===== src/rtl/alu_pkg.sv =====
// Shared constants for the ALU homework datapath: sequencer state encoding
// and the default operand width.
package alu_pkg;

    localparam logic [1:0] ST_IDLE = 2'd0;
    localparam logic [1:0] ST_RUN  = 2'd1;
    localparam logic [1:0] ST_DONE = 2'd2;

    localparam int ALU_WIDTH = 4;

endpackage


===== src/rtl/full_subtractor.sv =====
// One-bit full subtractor cell: d = x - y - bi, bo is the borrow out.
module full_subtractor (
    input  logic x,
    input  logic y,
    input  logic bi,
    output logic d,
    output logic bo
);

    assign d  = x ^ y ^ bi;
    assign bo = (~x & y) | (~(x ^ y) & bi);

endmodule


===== src/rtl/serial_subtractor.sv =====
// Bit-serial a - b - bin, LSB first, sharing one full_subtractor cell.
// Optional signed-overflow output enabled with `define SERIAL_SUB_OVF_EN.
module serial_subtractor
    import alu_pkg::*;
#(
    parameter int WIDTH = ALU_WIDTH
) (
    input  logic             clk,
    input  logic             rst,
    input  logic             start,
    input  logic [WIDTH-1:0] a,
    input  logic [WIDTH-1:0] b,
    input  logic             bin,
    output logic [WIDTH-1:0] diff,
    output logic             bout,
    output logic             busy,
    output logic             done
`ifdef SERIAL_SUB_OVF_EN
    ,
    output logic             ovf
`endif
);

    localparam int CW = $clog2(WIDTH) + 1;

    logic [1:0]       state, state_nxt;
    logic [CW-1:0]    cnt;
    logic [WIDTH-1:0] sh_a, sh_b;
    logic             brw;
    logic             bit_d, bit_bo;
    logic             last_bit;
    logic             accept;

    full_subtractor u_fs (
        .x  (sh_a[0]),
        .y  (sh_b[0]),
        .bi (brw),
        .d  (bit_d),
        .bo (bit_bo)
    );

    assign last_bit = (cnt == CW'(WIDTH - 1));
    // start is only honoured between operations; in RUN it is ignored.
    assign accept   = start && ((state == ST_IDLE) || (state == ST_DONE));

    always_ff @(posedge clk or posedge rst) begin
        if (rst) state <= ST_IDLE;
        else     state <= state_nxt;
    end

    always_comb begin
        state_nxt = ST_IDLE;
        case (state)
            ST_IDLE: state_nxt = start ? ST_RUN : ST_IDLE;
            ST_RUN:  state_nxt = last_bit ? ST_DONE : ST_RUN;
            ST_DONE: state_nxt = start ? ST_RUN : ST_IDLE;
            default: state_nxt = ST_IDLE;
        endcase
    end

    always_comb begin
        busy = (state == ST_RUN);
        done = (state == ST_DONE);
    end

    always_ff @(posedge clk or posedge rst) begin
        if (rst) begin
            sh_a <= '0;
            sh_b <= '0;
            brw  <= 1'b0;
            cnt  <= '0;
            diff <= '0;
            bout <= 1'b0;
        end else if (accept) begin
            sh_a <= a;
            sh_b <= b;
            brw  <= bin;
            cnt  <= '0;
        end else if (state == ST_RUN) begin
            sh_a <= {1'b0, sh_a[WIDTH-1:1]};
            sh_b <= {1'b0, sh_b[WIDTH-1:1]};
            brw  <= bit_bo;
            cnt  <= cnt + 1'b1;
            // Result bits enter at the MSB so bit 0 lands at diff[0] after WIDTH shifts.
            diff <= {bit_d, diff[WIDTH-1:1]};
            if (last_bit) bout <= bit_bo;
        end
    end

`ifdef SERIAL_SUB_OVF_EN
    logic a_msb, b_msb;

    always_ff @(posedge clk or posedge rst) begin
        if (rst) begin
            a_msb <= 1'b0;
            b_msb <= 1'b0;
            ovf   <= 1'b0;
        end else if (accept) begin
            a_msb <= a[WIDTH-1];
            b_msb <= b[WIDTH-1];
        end else if ((state == ST_RUN) && last_bit) begin
            // bit_d is the MSB of the difference on the final step.
            ovf <= (a_msb != b_msb) && (bit_d != a_msb);
        end
    end
`endif

endmodule


===== config.mk =====
export PLATFORM = sky130hd
export DESIGN_NAME = serial_subtractor
export DESIGN_NICKNAME = d
export VERILOG_FILES = /design/src/rtl/alu_pkg.sv /design/src/rtl/full_subtractor.sv /design/src/rtl/serial_subtractor.sv
export SDC_FILE = /design/constraint.sdc
export NUM_CORES = 1
export LEC_CHECK = 0
export ABC_AREA = 1
export ABC_CLOCK_PERIOD_IN_PS = 4100
export CAP_MARGIN = 30
export CORE_MARGIN = 4
export CORE_UTILIZATION = 53
export DETAILED_ROUTE_END_ITERATION = 8
export GPL_TIMING_DRIVEN = 0
export PLACE_DENSITY = 0.82
export SLEW_MARGIN = 25
export SYNTH_ARGS = -nofsm -noshare
export SYNTH_HDL_FRONTEND = slang
export SYNTH_SLANG_ARGS = --single-unit

===== constraint.sdc =====
create_clock -name clk -period 4.1 [get_ports clk]
set_clock_uncertainty 0.2 [all_clocks]
set_input_delay 0.41 -clock clk [delete_from_list [all_inputs] [get_ports clk]]
set_output_delay 0.41 -clock clk [all_outputs]
set_load 0.02 [all_outputs]

# Word level (Yosys, flattened, before mapping)
# Cells that the tools add are included.
# W data, S select, Z words.
[word_totals]
ff_bits = 19
inputBits = 12
output_inout_bits = 7
elab_cells = 37
[op_classes]
n_addsub = 1
eq_ne = 3
muxes = 11
bitwise_logic = 8
reduce_logical = 7
[ops]
columns = ["op", "count"]
rows = [
  ["$mux W4", 4],
  ["$mux W3", 2],
  ["$pmux W2 S2", 1],
  ["$add A3 B1 Y3 const B", 1],
  ["$eq A3 B2 Y1 const B", 1],
  ["$mux W1", 3],
  ["$not A1 Y1", 3],
  ["$reduce_and A3 Y1", 1],
  ["$and A1 B1 Y1", 2],
  ["$eq A2 B1 Y1 const B", 1],
  ["$eq A2 B2 Y1 const B", 1],
  ["$logic_not A2 Y1", 1],
  ["$mux W2", 1],
  ["$reduce_and A2 Y1", 1],
  ["$reduce_bool A2 Y1", 1],
  ["$reduce_or A2 Y1", 1],
  ["$xor A1 B1 Y1", 2],
  ["$logic_and A1 B1 Y1", 1],
  ["$logic_or A1 B1 Y1", 1],
  ["$or A1 B1 Y1", 1],
]

# Longest topological paths before layout
# Gate-level depths: netlist of the first run.
[logic_depth]
ltp_word = 6
depth_mapped = 7
ltp_nobuf = 6

# Cells and area by module
# Synthesis of the first run repeated with hierarchy kept, for this count alone.
[hier_totals]
cells_unflattened = 114
area_unflattened_um2 = 940.9
[by_module_without_submodules]
columns = ["module", "n_inst", "cells_each", "area_each_um2", "seq_area_each_um2"]
rows = [
  ["serial_subtractor", 1, 110, 909.6, 475.5],
  ["full_subtractor", 1, 4, 31.3, 0.0],
]

# Least setup slack after synthesis of the first run
# No wires, ideal clock.
[synth_path]
path_kind = "reg2out"
from = "reg state[0]"
to = "out busy"
arrival_ps = 804
required_ps = 3490
setup_slack_ps = 2686
path_stages_with_launch = 4
path_buffers = 1
cell_sequence = "dfrtp_1 -> buf_6 -> inv_6 -> nor2_2"
[synth_between]
elab_chain_len = 1
[synth_lines]
columns = ["element", "line_no", "text"]
rows = [
  ["from (decl)", "serial_subtractor.sv:26", "logic [1:0] state, state_nxt;"],
  ["from (signal assigned)", "serial_subtractor.sv:48", "else state <= state_nxt;"],
  ["$eq A2 B1 Y1", "serial_subtractor.sv:62", "busy = (state == ST_RUN);"],
  ["to (decl)", "serial_subtractor.sv:16", "output logic busy,"],
]
# No other way between the ends.

# Final worst setup path of the first run
# Same ends and word-level chain as after synthesis.

==> reports/qor.yml, run 1 <==
routing:
  first_iter_violations: 10
  detail_route.first_pass.iterations: 4
  wl_per_cell_um: 10.90
  drt_wl_total_um: 1733
  drc: 0
  avgViaCountPerCell: 4.572
  route.vias.total: 727
  ant_nets: 0
critical_path:
  crit_path_top_delay_cell: "clkdlybuf4s50_1"
  crit_arrival_ns: 1.75
  cp_cell_sequence: "buf_6, inv_6, nor2_2, clkdlybuf4s50_1"
  max_stage_delay_ns: 0.66
  cp-start-kind: "flop"
  critPathMaxFanout: 8
  critPathKind: "flop to primary output"
  cp.required_ns: 3.49
  end_kind: "primary output"
  worstRegToRegCells: 4
power_and_ir_drop:
  p_sw_frac: 0.4312
  pwr-share-seq: 0.372
  ir_worst_vdd_mv: 0.4451
  p_leak_nw: 0.6227
  p_comb_frac: 0.522
  intPower_w: 0.0004969
  power_density_mw_per_mm2: 745.1
  p_clk_frac: 0.106
  p_sw_w: 0.0003767
sta:
  hold_viol: 0
  rsz0062_at_grt: "no"
  setup_tns_ns: 0
  min_period_ns: 2.361
  fin_crit_sh: 0.5758
  worst_slew_pin_slew_ns: 0.7358
  whs_ns: 0.2830
  timing.max_slew.rel_slack: 0.5089
  setup_viol: 0
  drv_slew: 0
  max_freq_mhz: 423.6
  fin_ws_ns: 1.739
placement:
  gp_congestion: 0.7750
  place_worst_setup_slack_ns: 2.057
  port_buffers: 18
  dp_hpwl_um: 1315
run_status:
  status: "complete, no violations"
floorplanning:
  dieWidth_um: 50.02
  start_util: 0.5871
  die_y_um: 50.02
  pin_count: 19
  num_rows: 14
  die-area_mm2: 0.002502
  core-area_mm2: 0.001594
clock_tree:
  cts_buffers: 3
  cts_tree: "done"
  clk_latency_ns: 0.29
  htree_levels: 1
  ctsHoldBuffers: 0
  post_cts_buffers: 0
  ctsRootBufferMaster: "clkbuf_4"
  cts.sinks: 19
  cts_buffer_depth: 2
  clk_pin_slew_ns: 0.10
  post_cts_resized: 0
global_route:
  grt_pass1_vias: 699
  antenna_found_initial: 0
  grt_first_pass_wirelength_um: 3070
  grt-ovfl-total: 0
  grt_usage: 0.1604
  grt_max_degree: 20
final_layout:
  area_growth_pct: 25.27
  drive_above_1_share: 0.08889
  antenna_cells: 0
  fill_cells: 134
  final_common_cell: "nand2_1"
  nNetsFinal: 151
  layout_common_cells: "nand2_1 (45), dfrtp_1 (19), inv_1 (18), clkdlybuf4s50_1 (18), nand3_1 (10)"
hold_path:
  hold_class: "flop to flop"
  hold-path-cell-count: 2
logic_synthesis:
  synth_cell_types: 16
  synth_compound_area_frac: 0.03610
  synthesis.instances: 113
  synth-simple-area-share: 0.3075
  ys_seq_area_frac: 0.5080
  synth_xor_area_frac: 0
  synth-warning-count: 0
  syn_nets: 128
  muxShareOfSynthArea: 0
  synth_top_family_by_area: "simple AND/OR/NAND/NOR gates"
  ys_ff_latch: 19
  synth-adder-area-share: 0.04813
  mappedNetlistArea_um2: 935.9
  syn_area_per_cell_um2: 8.282
job:
  drv_cap: 0
Yosys cell counts, drive strengths merged:
library cell	count	area share
buf	1	0.012
nor2	5	0.031
nand2	48	0.22
inv	20	0.088
ha	2	0.027
a21oi	1	0.0094
dfrtp	19	0.51
nand3	10	0.053
o21ai	5	0.027
or2	1	0.0067
fa	1	0.021
path summary, 6_finish.rpt:
check,startpoint,endpoint,slack (ns)
max,state[0],busy,1.74
max in group asynchronous,rst,cnt[1],2.90
min in group asynchronous,rst,sh_a[0],0.34
min reg2reg,cnt[1],cnt[1],0.28
max reg2reg,cnt[0],cnt[2],2.65
min,cnt[1],cnt[1],0.28
sequential cells by signal, summed over array words and instances (netlist names):
name,flops
sh_a,4
bout,1
diff,4
cnt,3
brw,1
state,2
sh_b,4
cell families (layout without fill, tap and decap cells):
| kind of cell | count (synthesis) | count (layout) |
|---|---|---|
| adder cells (fa/ha/maj) | 3 | 3 |
| flip-flops | 19 | 19 |
| buffers and inverters | 21 | 43 |
| AO/OA/AOI/OAI | 6 | 6 |
| AND/OR/NAND/NOR | 64 | 64 |
layout make-up:
| type | count | area, um2 | area share |
|---|---|---|---|
| clock buffers | 4 | 26.28 | 0.02241 |
| multi-input cells | 73 | 366.6 | 0.3127 |
| repair buffers | 18 | 180.2 | 0.1537 |
| flip-flops and latches | 19 | 475.5 | 0.4056 |
| well taps | 24 | 30.03 | 0.02561 |
| inverters | 20 | 82.58 | 0.07044 |
| plain buffers | 1 | 11.26 | 0.009605 |
worst max-delay path, delay by kind of cell, from the launching register on:
kind                   cells  cell delay, ns
buffers and inverters      3            0.87
flip-flops                 1            0.35
AND/OR/NAND/NOR            1            0.24
power groups by stage:
| stage | combinational, W | clock [W] | sequential (W) |
|---|---|---|---|
| after global routing | 0.000522 | 0.000106 | 0.000336 |
| after CTS | 0.000462 | 0.0000951 | 0.000326 |
| after global placement | 0.000448 | 0 | 0.000323 |
| final | 0.000456 | 0.0000924 | 0.000325 |
| after detailed placement | 0.000461 | 0 | 0.000330 |
| after floorplan | 0.000298 | 0 | 0.000347 |
routing by layer:
| metal | GRT usage | vias to the layer above | part of all wire |
|---|---|---|---|
| li1 | - | 380 | - |
| met1 | 0.2019 | 330 | 0.45 |
| met2 | 0.2696 | 15 | 0.49 |
| met3 | 0.04217 | 2 | 0.050 |
| met4 | 0.04147 | 0 | 0.0052 |
| met5 | 0 | - | 0 |
per-stage QoR:
stage               utilization  total power (W)  cell area, um2  cells
detailed placement       0.7190        0.0007909            1146    155
global placement         0.7190        0.0007712            1146    155
global route             0.7355        0.0009645            1172    159
CTS                      0.7355        0.0008830            1172    159
floorplan                     -        0.0006447           935.9    113
finish                   0.7355        0.0008736            1172    159
(Power assumes the default switching activity.)
==> inputs of run 2 (changes only) <==
--- a/config.mk
+++ b/config.mk
@@ -6,13 +6,13 @@
 export NUM_CORES = 1
 export LEC_CHECK = 0
 export ABC_AREA = 1
-export ABC_CLOCK_PERIOD_IN_PS = 4100
+export ABC_CLOCK_PERIOD_IN_PS = 2100
 export CAP_MARGIN = 30
 export CORE_MARGIN = 4
-export CORE_UTILIZATION = 53
+export CORE_UTILIZATION = 44
 export DETAILED_ROUTE_END_ITERATION = 8
 export GPL_TIMING_DRIVEN = 0
-export PLACE_DENSITY = 0.82
+export PLACE_DENSITY = 0.73
 export SLEW_MARGIN = 25
 export SYNTH_ARGS = -nofsm -noshare
 export SYNTH_HDL_FRONTEND = slang
==> constraint.sdc (replaced) <==
create_clock -name clk -period 2.1 [get_ports clk]
set_clock_uncertainty 0.2 [all_clocks]
set_input_delay 0.21 -clock clk [delete_from_list [all_inputs] [get_ports clk]]
set_output_delay 0.21 -clock clk [all_outputs]
set_load 0.02 [all_outputs]
==> reports/qor.yml, run 2 (synthesis gave the netlist of run 1 again) <==
final_layout:
  area_growth_pct: 25.54
  layout_common_cells: "nand2_1 (45), dfrtp_1 (19), inv_1 (18)"
  regArea_um2: 475.5
  design_area_mm2: 0.001175
  fin_util: 0.5928
  nNetsFinal: 151
  antenna_cells: 0
  drive_above_1_share: 0.08889
  largestRegisters: "diff (4), sh_a (4), sh_b (4)"
  fill_cells: 175
  final_common_cell: "nand2_1"
  multi_input_comb_area_um2: 366.6
clock_tree:
  htree_levels: 1
  clk_latency_ns: 0.29
  cts_buffer_depth: 2
  cts.sinks: 19
  cts_tree: "done"
  ctsRootBufferMaster: "clkbuf_4"
  cts_buffers: 3
  clk_pin_slew_ns: 0.10
  post_cts_buffers: 0
critical_path:
  crit_path_top_delay_cell: "clkdlybuf4s50_1"
  cp.required_ns: 1.69
  r2r_start: "cnt[0]"
  crit_arrival_ns: 1.54
  cp-start-kind: "flop"
  cp_cell_sequence: "buf_6, nor2_1, clkdlybuf4s50_1"
  max_stage_delay_ns: 0.61
  reg2reg_to: "cnt[2]"
  critPathMaxFanout: 8
  worstRegToRegCells: 4
  critPathKind: "flop to primary output"
  r2r_slack_ns: 0.65
  end_kind: "primary output"
hold_path:
  hold_class: "primary input to asynchronous set/reset pin"
sta:
  setup_viol: 0
  whs_ns: 0.1189
  rsz0062_at_grt: "no"
  fin_crit_sh: 0.9264
  worst_slew_pin_slew_ns: 0.7016
  max_freq_mhz: 514.0
  hold_viol: 0
  timing.max_slew.rel_slack: 0.5317
  min_period_ns: 1.945
  drv_slew: 0
  setup_tns_ns: 0
floorplanning:
  pin_count: 19
  num_rows: 16
  start_util: 0.4722
  die-area_mm2: 0.002929
  core-area_mm2: 0.001982
  die_y_um: 54.12
  dieWidth_um: 54.12
routing:
  ant_nets: 0
  drt_wl_total_um: 1657
  wl_per_cell_um: 10.23
  route.vias.total: 738
  detail_route.first_pass.iterations: 4
  drc: 0
  avgViaCountPerCell: 4.556
  first_iter_violations: 12
power_and_ir_drop:
  ir_worst_vdd_mv: 0.6381
  p_leak_nw: 0.6238
  power_density_mw_per_mm2: 1441
job:
  drv_cap: 0
global_route:
  grt-ovfl-total: 0
  grt_pass1_vias: 695
  grt_first_pass_wirelength_um: 2842
  antenna_found_initial: 0
  grt_usage: 0.1352
  grt_max_degree: 20
placement:
  port_buffers: 18
  dp_hpwl_um: 1257
  placed_cell_area_mm2: 0.001150
  gp_congestion: 0.7879
run_status:
  status: "complete, no violations"
[run 2: changes by cell type in the layout (fill, tap and decap cells not counted), sizes merged]
cell	before	now
dlygate4sd2	0	1
clkdlybuf4s50	18	17
[run 2: what timing repair did]
action,4_1_cts,5_1_grt
setup endpoints to repair,1,0
resized for setup,1,0
hold buffers,0,0
[run 2: where the power goes]
| part | internal [W] | switching [W] |
|---|---|---|
| clock | 0.0000738 | 0.000105 |
| combinational | 0.000352 | 0.000531 |
| sequential | 0.000538 | 0.0000944 |
[run 2: worst max path at each step]
stage                     endpoint  slack [ns]  depth (start not counted)  startpoint
after floorplan             cnt[2]        0.73                          4      cnt[0]
after global placement        busy        0.27                          4    state[0]
after detailed placement      busy        0.24                          4    state[0]
after CTS                     done        0.14                          3    state[0]
after global routing          done        0.08                          3    state[0]
final                         done        0.15                          3    state[0]
[run 2: area by class of cell]
cell class,instances,share of cell area
sequential,19,0.4047
timing repair buffer,18,0.1523
buffer,1,0.009585
tap,27,0.02875
clock buffer,4,0.02236
inverter,20,0.07029
multi-input combinational,73,0.3120
[run 2: critical path, delay by kind of cell (launching register included)]
kind | cells | cell delay (ns)
buf+inv | 2 | 0.76
flops | 1 | 0.39
simple gates | 1 | 0.10
[run 2: stage by stage]
stage	setup slack, ns	std cells	power (W)
global route	0.07550	162	0.001872
finish	0.1546	162	0.001693
global placement	0.2691	158	0.001507
floorplan	0.7286	113	0.001259
detailed placement	0.2449	158	0.001542
CTS	0.1395	162	0.001715
[run 2: layer usage]
metal,track usage,share of wire
met5,0,0
met4,0.07884,0.0042
met3,0.02493,0.060
met2,0.2131,0.49
met1,0.1710,0.45
